File: src/rtl/ex_muldiv_unit.sv
// Iterative 32-bit MULT/MULTU/DIV/DIVU unit for the EX stage, results land in HI/LO.
// Latency: accept cycle + 32 BUSY iterations, HI/LO written at the end of the last one, then one DONE cycle.
// Backpressure: stall_o holds the pipeline from accept through the last BUSY cycle and drops in DONE.
module ex_muldiv_unit (
  input  logic        clk_i,
  input  logic        rst_i,
  input  logic        start_i,
  input  logic [1:0]  op_i,
  input  logic [31:0] rs_data_i,
  input  logic [31:0] rt_data_i,
  input  logic        flush_i,
  output logic        stall_o,
  output logic        busy_o,
  output logic [31:0] hi_o,
  output logic [31:0] lo_o
);

  typedef enum logic [1:0] {IDLE, BUSY, DONE} state_t;

  state_t      state;
  state_t      state_nxt;
  logic [4:0]  count;
  logic [63:0] acc;        // mult: {partial product, remaining multiplier}; div: {remainder, dividend/quotient}
  logic [31:0] b_mag;      // multiplicand or divisor magnitude
  logic        is_div;
  logic        neg_q;      // negate product (mult) or quotient (div)
  logic        neg_r;      // negate remainder (div only)

  logic        accept;
  logic        last_iter;
  logic        a_neg;
  logic        b_neg;
  logic [31:0] a_mag_in;
  logic [31:0] b_mag_in;
  logic [32:0] mul_sum;
  logic [63:0] mul_nxt;
  logic [32:0] div_shift;
  logic [32:0] div_diff;
  logic [63:0] div_nxt;
  logic [63:0] iter_nxt;
  logic [63:0] prod_fix;
  logic [31:0] fix_hi;
  logic [31:0] fix_lo;

  assign accept    = (state == IDLE) && start_i && !flush_i;
  assign last_iter = (state == BUSY) && !flush_i && (count == 5'd31);

  // Operand magnitudes; magnitude of 0x80000000 is 0x80000000, which still fits 32 unsigned bits
  always_comb begin
    a_neg    = !op_i[0] && rs_data_i[31];
    b_neg    = !op_i[0] && rt_data_i[31];
    a_mag_in = a_neg ? (32'd0 - rs_data_i) : rs_data_i;
    b_mag_in = b_neg ? (32'd0 - rt_data_i) : rt_data_i;
  end

  // One shift-add or one restoring-divide step, plus the final sign fixup
  always_comb begin
    mul_sum   = {1'b0, acc[63:32]} + (acc[0] ? {1'b0, b_mag} : 33'd0);
    mul_nxt   = {mul_sum, acc[31:1]};
    div_shift = {acc[63:32], acc[31]};
    div_diff  = div_shift - {1'b0, b_mag};
    if (div_diff[32]) begin
      div_nxt = {div_shift[31:0], acc[30:0], 1'b0};
    end else begin
      div_nxt = {div_diff[31:0], acc[30:0], 1'b1};
    end
    iter_nxt = is_div ? div_nxt : mul_nxt;
    prod_fix = neg_q ? (64'd0 - iter_nxt) : iter_nxt;
    if (is_div) begin
      fix_lo = neg_q ? (32'd0 - iter_nxt[31:0])  : iter_nxt[31:0];
      fix_hi = neg_r ? (32'd0 - iter_nxt[63:32]) : iter_nxt[63:32];
    end else begin
      fix_lo = prod_fix[31:0];
      fix_hi = prod_fix[63:32];
    end
  end

  // State register
  always_ff @(posedge clk_i) begin
    if (rst_i) begin
      state <= IDLE;
    end else begin
      state <= state_nxt;
    end
  end

  // Next-state and pipeline-control outputs
  always_comb begin
    state_nxt = state;
    stall_o   = 1'b0;
    busy_o    = 1'b0;
    case (state)
      IDLE: begin
        if (start_i && !flush_i) begin
          state_nxt = BUSY;
          stall_o   = 1'b1;
        end
      end
      BUSY: begin
        stall_o = 1'b1;
        busy_o  = 1'b1;
        if (flush_i) begin
          state_nxt = IDLE;
        end else if (count == 5'd31) begin
          state_nxt = DONE;
        end
      end
      DONE: begin
        state_nxt = IDLE;
      end
      default: begin
        state_nxt = IDLE;
      end
    endcase
  end

  // Datapath: latch operands at accept, iterate in BUSY, commit HI/LO on the last iteration
  always_ff @(posedge clk_i) begin
    if (rst_i) begin
      count  <= 5'd0;
      acc    <= 64'd0;
      b_mag  <= 32'd0;
      is_div <= 1'b0;
      neg_q  <= 1'b0;
      neg_r  <= 1'b0;
      hi_o   <= 32'd0;
      lo_o   <= 32'd0;
    end else if (accept) begin
      count  <= 5'd0;
      acc    <= {32'd0, a_mag_in};
      b_mag  <= b_mag_in;
      is_div <= op_i[1];
      // Divide by zero must leave LO all ones, so the quotient is never negated then
      neg_q  <= (a_neg ^ b_neg) && !(op_i[1] && (rt_data_i == 32'd0));
      neg_r  <= op_i[1] && a_neg;
    end else if ((state == BUSY) && !flush_i) begin
      acc   <= iter_nxt;
      count <= count + 5'd1;
      if (last_iter) begin
        hi_o <= fix_hi;
        lo_o <= fix_lo;
      end
    end
  end

endmodule

File: config.mk
export PLATFORM = sky130hd
export DESIGN_NAME = ex_muldiv_unit
export DESIGN_NICKNAME = d
export VERILOG_FILES = /design/src/rtl/ex_muldiv_unit.sv
export SDC_FILE = /design/constraint.sdc
export NUM_CORES = 1
export LEC_CHECK = 0
export BUFFER_PORTS_ARGS = -buffer_cell sky130_fd_sc_hd__buf_2
export CORE_UTILIZATION = 40
export DETAILED_ROUTE_END_ITERATION = 12
export GPL_ROUTABILITY_DRIVEN = 0
export PLACE_DENSITY_LB_ADDON = 0.2
export SYNTH_ARGS = -nofsm -noshare
export SYNTH_HDL_FRONTEND = slang
export SYNTH_SLANG_ARGS = --single-unit
File: constraint.sdc
create_clock -name clk_i -period 5.2 [get_ports clk_i]
set_clock_uncertainty 0.2 [all_clocks]
set_input_delay 0.26 -clock clk_i [delete_from_list [all_inputs] [get_ports clk_i]]
set_output_delay 0.26 -clock clk_i [all_outputs]
set_load 0.03 [all_outputs]
Word-level counts from Yosys, hierarchy flattened
Index checks and enable logic that the tools add are counted.
{ "classes": {"n_addsub": 8, "n_eq_ne": 4, "n_mux": 19, "n_bitwise": 2, "n_reduce_logical": 19} }
{ "ops": {"columns": ["op", "n"], "rows": [
  ["$mux W32", 9],
  ["$mux W64", 3],
  ["$sub A1 B32 Y32 const A", 4],
  ["$sub A1 B64 Y64 const A", 1],
  ["$add A32 B32 Y33", 1],
  ["$sub A33 B32 Y33", 1],
  ["$logic_not A32 Y1", 1],
  ["$logic_and A1 B1 Y1", 10],
  ["$mux W2", 3],
  ["$add A5 B1 Y5 const B", 1],
  ["$eq A5 B5 Y1 const B", 1],
  ["$pmux W2 S2", 1],
  ["$logic_not A1 Y1", 3],
  ["$ne A3 B2 Y1 const B", 1],
  ["$reduce_and A3 Y1", 1],
  ["$eq A2 B1 Y1 const B", 1],
  ["$logic_not A2 Y1", 1],
  ["$mux W1", 2],
  ["$ne A2 B1 Y1 const B", 1],
  ["$pmux W1 S2", 1],
  ["$reduce_and A2 Y1", 1],
  ["$reduce_bool A2 Y1", 1],
  ["$reduce_or A2 Y1", 1],
  ["$not A1 Y1", 1],
  ["$xor A1 B1 Y1", 1]
]} }
{ "totals": {"register_bits": 170, "input_bits": 70, "out_inout_bits": 66, "word_cells": 62} }

Depth between registers and ports, before layout
{ "depth": {"depth_word": 6, "mapped_depth": 23, "ltp_nobuf": 22} }

Worst setup path before layout
No wires, ideal clock.
{ "synth_path": {"kind": "flip-flop to flip-flop", "start": "register acc[31]", "end": "register hi_o[26]", "setup_ns": 0.086, "arrival_time_ns": 4.929, "t_required_ns": 4.914, "setup_slack_ns": -0.015, "stages_incl_launch_ff": 23, "path_buffers": 0, "synth_period_minus_slack_ns": 5.215, "cell_sequence": "dfxtp_1 > inv_1 > ha_1 > fa_1 > nand2b_1 > a21oi_2 > o211ai_1 > a21oi_2 > o211a_4 > o21ai_4 > a31oi_1 > ha_1 > nand2_1 > or2_2 > nor4_1 > nand2_1 > or4_1 > nor2_1 > a31oi_1 > and2_1 > o41ai_1 > xor2_1 > a211oi_1"} }
{ "synth_via": {"elab_chain_len": 6, "elab_cells_between_ends": 8, "cone_classes": "add/sub (3); mux (5)"} }
{ "synth_rtl": {"columns": ["item", "line", "source"], "rows": [
  ["start, declared", "23", "logic [63:0] acc;"],
  ["start signal, assigned", "130", "acc <= {32'd0, a_mag_in};"],
  ["start signal, assigned", "137", "acc <= iter_nxt;"],
  ["$sub A33 B32 Y33", "61", "div_diff = div_shift - {1'b0, b_mag};"],
  ["$mux W64", "62", "if (div_diff[32]) begin"],
  ["$mux W64 *", "67", "iter_nxt = is_div ? div_nxt : mul_nxt;"],
  ["$sub A1 B64 Y64 / $sub A1 B32 Y32 (equally long branches)", "68, 71", null],
  ["$mux W64 / $mux W32 (equally long branches)", "68, 71", null],
  ["$mux W32 *", "69", "if (is_div) begin"],
  ["end signal, assigned", "140", "hi_o <= fix_hi;"],
  ["end, declared", "14", "output logic [31:0] hi_o,"]
]} }
Mark *: on every way between the ends. The rest lies on a longest branch, timed or not.
A chain may end at the register's enable or synchronous reset.

Worst setup path in the final report
{ "layout_path": {"start": "register b_mag[23]", "end": "register hi_o[28]"} }
{ "layout_via": {"elab_chain_len": 6, "elab_cells_between_ends": 10, "cone_classes": "add/sub (4); mux (6)"} }
{ "layout_rtl": {"columns": ["item", "line", "source"], "rows": [
  ["start, declared", "24", "logic [31:0] b_mag;"],
  ["start signal, assigned", "131", "b_mag <= b_mag_in;"],
  ["$sub A33 B32 Y33 / $mux W32 (equally long branches)", "61, 58", null],
  ["$mux W64 / $add A32 B32 Y33 (equally long branches)", "62, 58", null],
  ["$mux W64 *", "67", null],
  ["$sub A1 B64 Y64 / $sub A1 B32 Y32 (equally long branches)", "68, 71", null],
  ["$mux W64 / $mux W32 (equally long branches)", "68, 71", null],
  ["$mux W32 *", "69", null]
]} }
Marked as above.

==> run_results.csv <==
group,metric,value,unit
placement,placed_area,16500,um2
run_status,status,"complete, but fails checks",
route,vias_per_cell,5.96,
synth,synthDominantAreaCellType,"dfxtp_1",
floorplan,die-area,37100,um2
final_layout,seqCellArea,3410,um2
synth,postSynthCellCount,2036,
critical_path,cp_max_fo,6,
flow_run,cap_violations,0,
timing,finalCriticalPeriod,4.97,ns
clock_tree,cts_made_buffers,17,
route,ant_nets,0,
route,num_vias,16200,
hold_path,min_path_type,"in2reg",
global_routing,grt_pass1_wl,83.6,mm
floorplan,fp.dieH,192,um
placement,dp_hpwl,42.3,mm
floorplan,num_io_pins,136,
critical_path,cp.required,5.35,ns
final_layout,fin_area,17400,um2
clock_tree,tritoncts,"built",
clock_tree,clock_latency,0.45,ns
run_status,failed_checks,"DRC",
synth,yosysSeqAreaShare,23.4,%
clock_tree,cts_sinks,170,
pwr,p_leak,7.17,nW
final_layout,final_cell_mix,"nor2_1, nand2_1, a21oi_1",
clock_tree,clock_path_buffers,2,
synth,synth.net_count,2178,
global_routing,grt_use_met3,5.06,%
synth,synth_top_family_by_area,"compound AO/OA/AOI/OAI gates",
global_routing,grt.total_usage,29.3,%
timing,worst_pin_slew,1.03,ns
synth,synth_area_per_cell,7.13,um2
critical_path,crit_type,"reg2reg",
synth,synth_compound_area_share,27.8,%
critical_path,arrival,5.12,ns
synth,yosys-top-cells-area,"dfxtp_1, a21oi_1, nor2_1, ha_1, nand2_1",
timing,holdWs,0.0157,ns
synth,synth_area,14500,um2
placement,place_ws,0.0269,ns
synth,async_flop_share,0,%
final_layout,antenna_cells,0,
timing,final_hold_viol_count,0,
floorplan,coreArea,35700,um2
route,drc,2,
synth,synthFlopType,"dfxtp_1",
timing,fin_crit_sh,95.6,%
floorplan,row_count,69,
synth,ys_seq_elements,170,
pwr,power_density,225,nW/um2
critical_path,endpoint_kind,"flip-flop",
timing,worst_slack,0.228,ns
route,post_drt_wl_per_cell,20.1,um
synth,synth_top_area_share,23.4,%
critical_path,startpoint_type,"flip-flop",
timing,slew-limit-headroom,31.1,%
timing,drv_slew,0,
pwr,power,3.93,mW
global_routing,grt_use_met1,40.7,%
final_layout,layout.nets,2396,
synth,synth-simple-area-share,25.1,%
synth,yosys_warnings,0,
global_routing,overflow,0,
global_routing,grt_max_degree,108,
final_layout,area_growth,20.0,%
pwr,irDropWorstVdd,0.242,mV
final_layout,fillers,3574,
clock_tree,h-tree-depth,4,
synth,synth_edf_count,0,
route,dr.pass1.iters,12,
timing,max_freq,201,MHz
synth,yosysUniqueCellTypes,87,
global_routing,grtUsageMet2,44.9,%
floorplan,die_w,192,um
global_routing,antenna_found_initial,1,
final_layout,multiInputGateArea,10500,um2
synth,synthAdderAreaFrac,6.31,%
clock_tree,path_clk_slew,0.08,ns
timing,setup_viol,0,
global_routing,grt_pass1_vias,14600,
route,wirelength,54.7,mm
placement,io_buffers,135,
route,drt_iter0_drc,1856,
timing,tns,0,ns
clock_tree,root_buffer,"clkbuf_16",
synth,synthMuxAreaShare,2.84,%
global_routing,busiest_layer,"met2",
synth,yosys.area_share.xor_xnor,9.35,%
floorplan,initial_core_util,40.7,%
final_layout,drive_above_1_share,16.9,%
final_layout,mostFrequentLayoutCell,"nor2_1",
through the flow:
stage / std cells / utilization [%]
3_5_place_dp: 2667 / 46.2
2_1_floorplan: 2036 / -
4_1_cts: 2726 / 48.6
3_3_place_gp: 2667 / 46.2
6_report: 2728 / 48.8
5_1_grt: 2728 / 48.8
power breakdown:
part           total [mW]  leakage, nW  internal, mW  switching (mW)
clock                1.28        0.268         0.633           0.643
sequential           1.39         1.38          1.34          0.0476
combinational        1.26         5.52         0.483           0.776
total                3.93         7.17          2.46            1.47
layer usage:
metal,up-vias,wire (um)
met1,7630,24800
met4,2,1880
li1,7745,-
met5,-,12
met3,118,4630
met2,752,23400
flip-flops by register name, summed over array words and instances (netlist names):
name,flops
b_mag,32
acc,64
neg_r,1
state,2
count,5
lo_o,32
is_div,1
neg_q,1
hi_o,32
cell type report:
type | count | area share [%]
timing repair buffer | 319 | 12.4
inverter | 67 | 1.44
clock buffer | 18 | 2.46
multi-input combinational | 1679 | 60.1
clock inverter | 14 | 0.747
sequential | 170 | 19.6
tap | 461 | 3.31
Yosys cell counts (9+ instances only):
cell      number
a211oi_1      91
a21o_1        28
a21oi_1      223
a311oi_1      15
a31oi_1       35
and2_1        49
and3_1        17
buf_1         13
buf_2         19
clkbuf_1      84
dfxtp_1      170
ha_1          70
inv_1         65
mux2i_1       39
nand2_1      231
nand2b_1      18
nand3_1       49
nand4_1       18
nor2_1       256
nor2b_1       10
nor3_1        52
nor4_1        22
o211ai_1      18
o21ai_0      103
o21ai_1       11
o31ai_1        9
or3_1         23
or4_1          9
xnor2_1       78
xor2_1        77
cell families after synthesis:
logic type	count (synthesis)
flip-flops	170
multiplexers	41
AND/OR/NAND/NOR	783
AO/OA/AOI/OAI	628
adder cells (fa/ha/maj)	72
buffers and inverters	187
XOR/XNOR	155
worst paths after layout:
kind	startpoint	to	depth (start not counted)	slack, ns
max	b_mag[23]	hi_o[28]	21	0.23
min	rt_data_i[22]	b_mag[22]	3	0.02
max reg2reg	b_mag[23]	hi_o[28]	21	0.23
min reg2reg	lo_o[11]	lo_o[11]	2	0.25
worst max-delay path: stages (launching register included):
cell      delay (ns)
dfxtp_1         0.35
inv_1           0.05
ha_1            0.37
a21oi_2         0.21
o21ai_2         0.11
a221oi_2        0.30
o21ai_2         0.11
a21oi_1         0.29
nand3_2         0.19
a31oi_4         0.24
ha_2            0.21
nand2_1         0.07
or2_2           0.34
nor4_2          0.25
nand2_1         0.11
or4_4           0.45
nand2_1         0.20
nand3_1         0.10
o31a_1          0.27
xor2_1          0.19
o21ai_0         0.09
and2_1          0.17
what timing repair did:
action                     in CTS  in global routing
pin swaps                       0                  9
hold endpoints to repair       28                  0
resized for setup               1                 14
buffers inserted                0                  2
hold buffers                   27                  0
setup endpoints to repair       1                 16
Power figures use the tool's default switching activity.
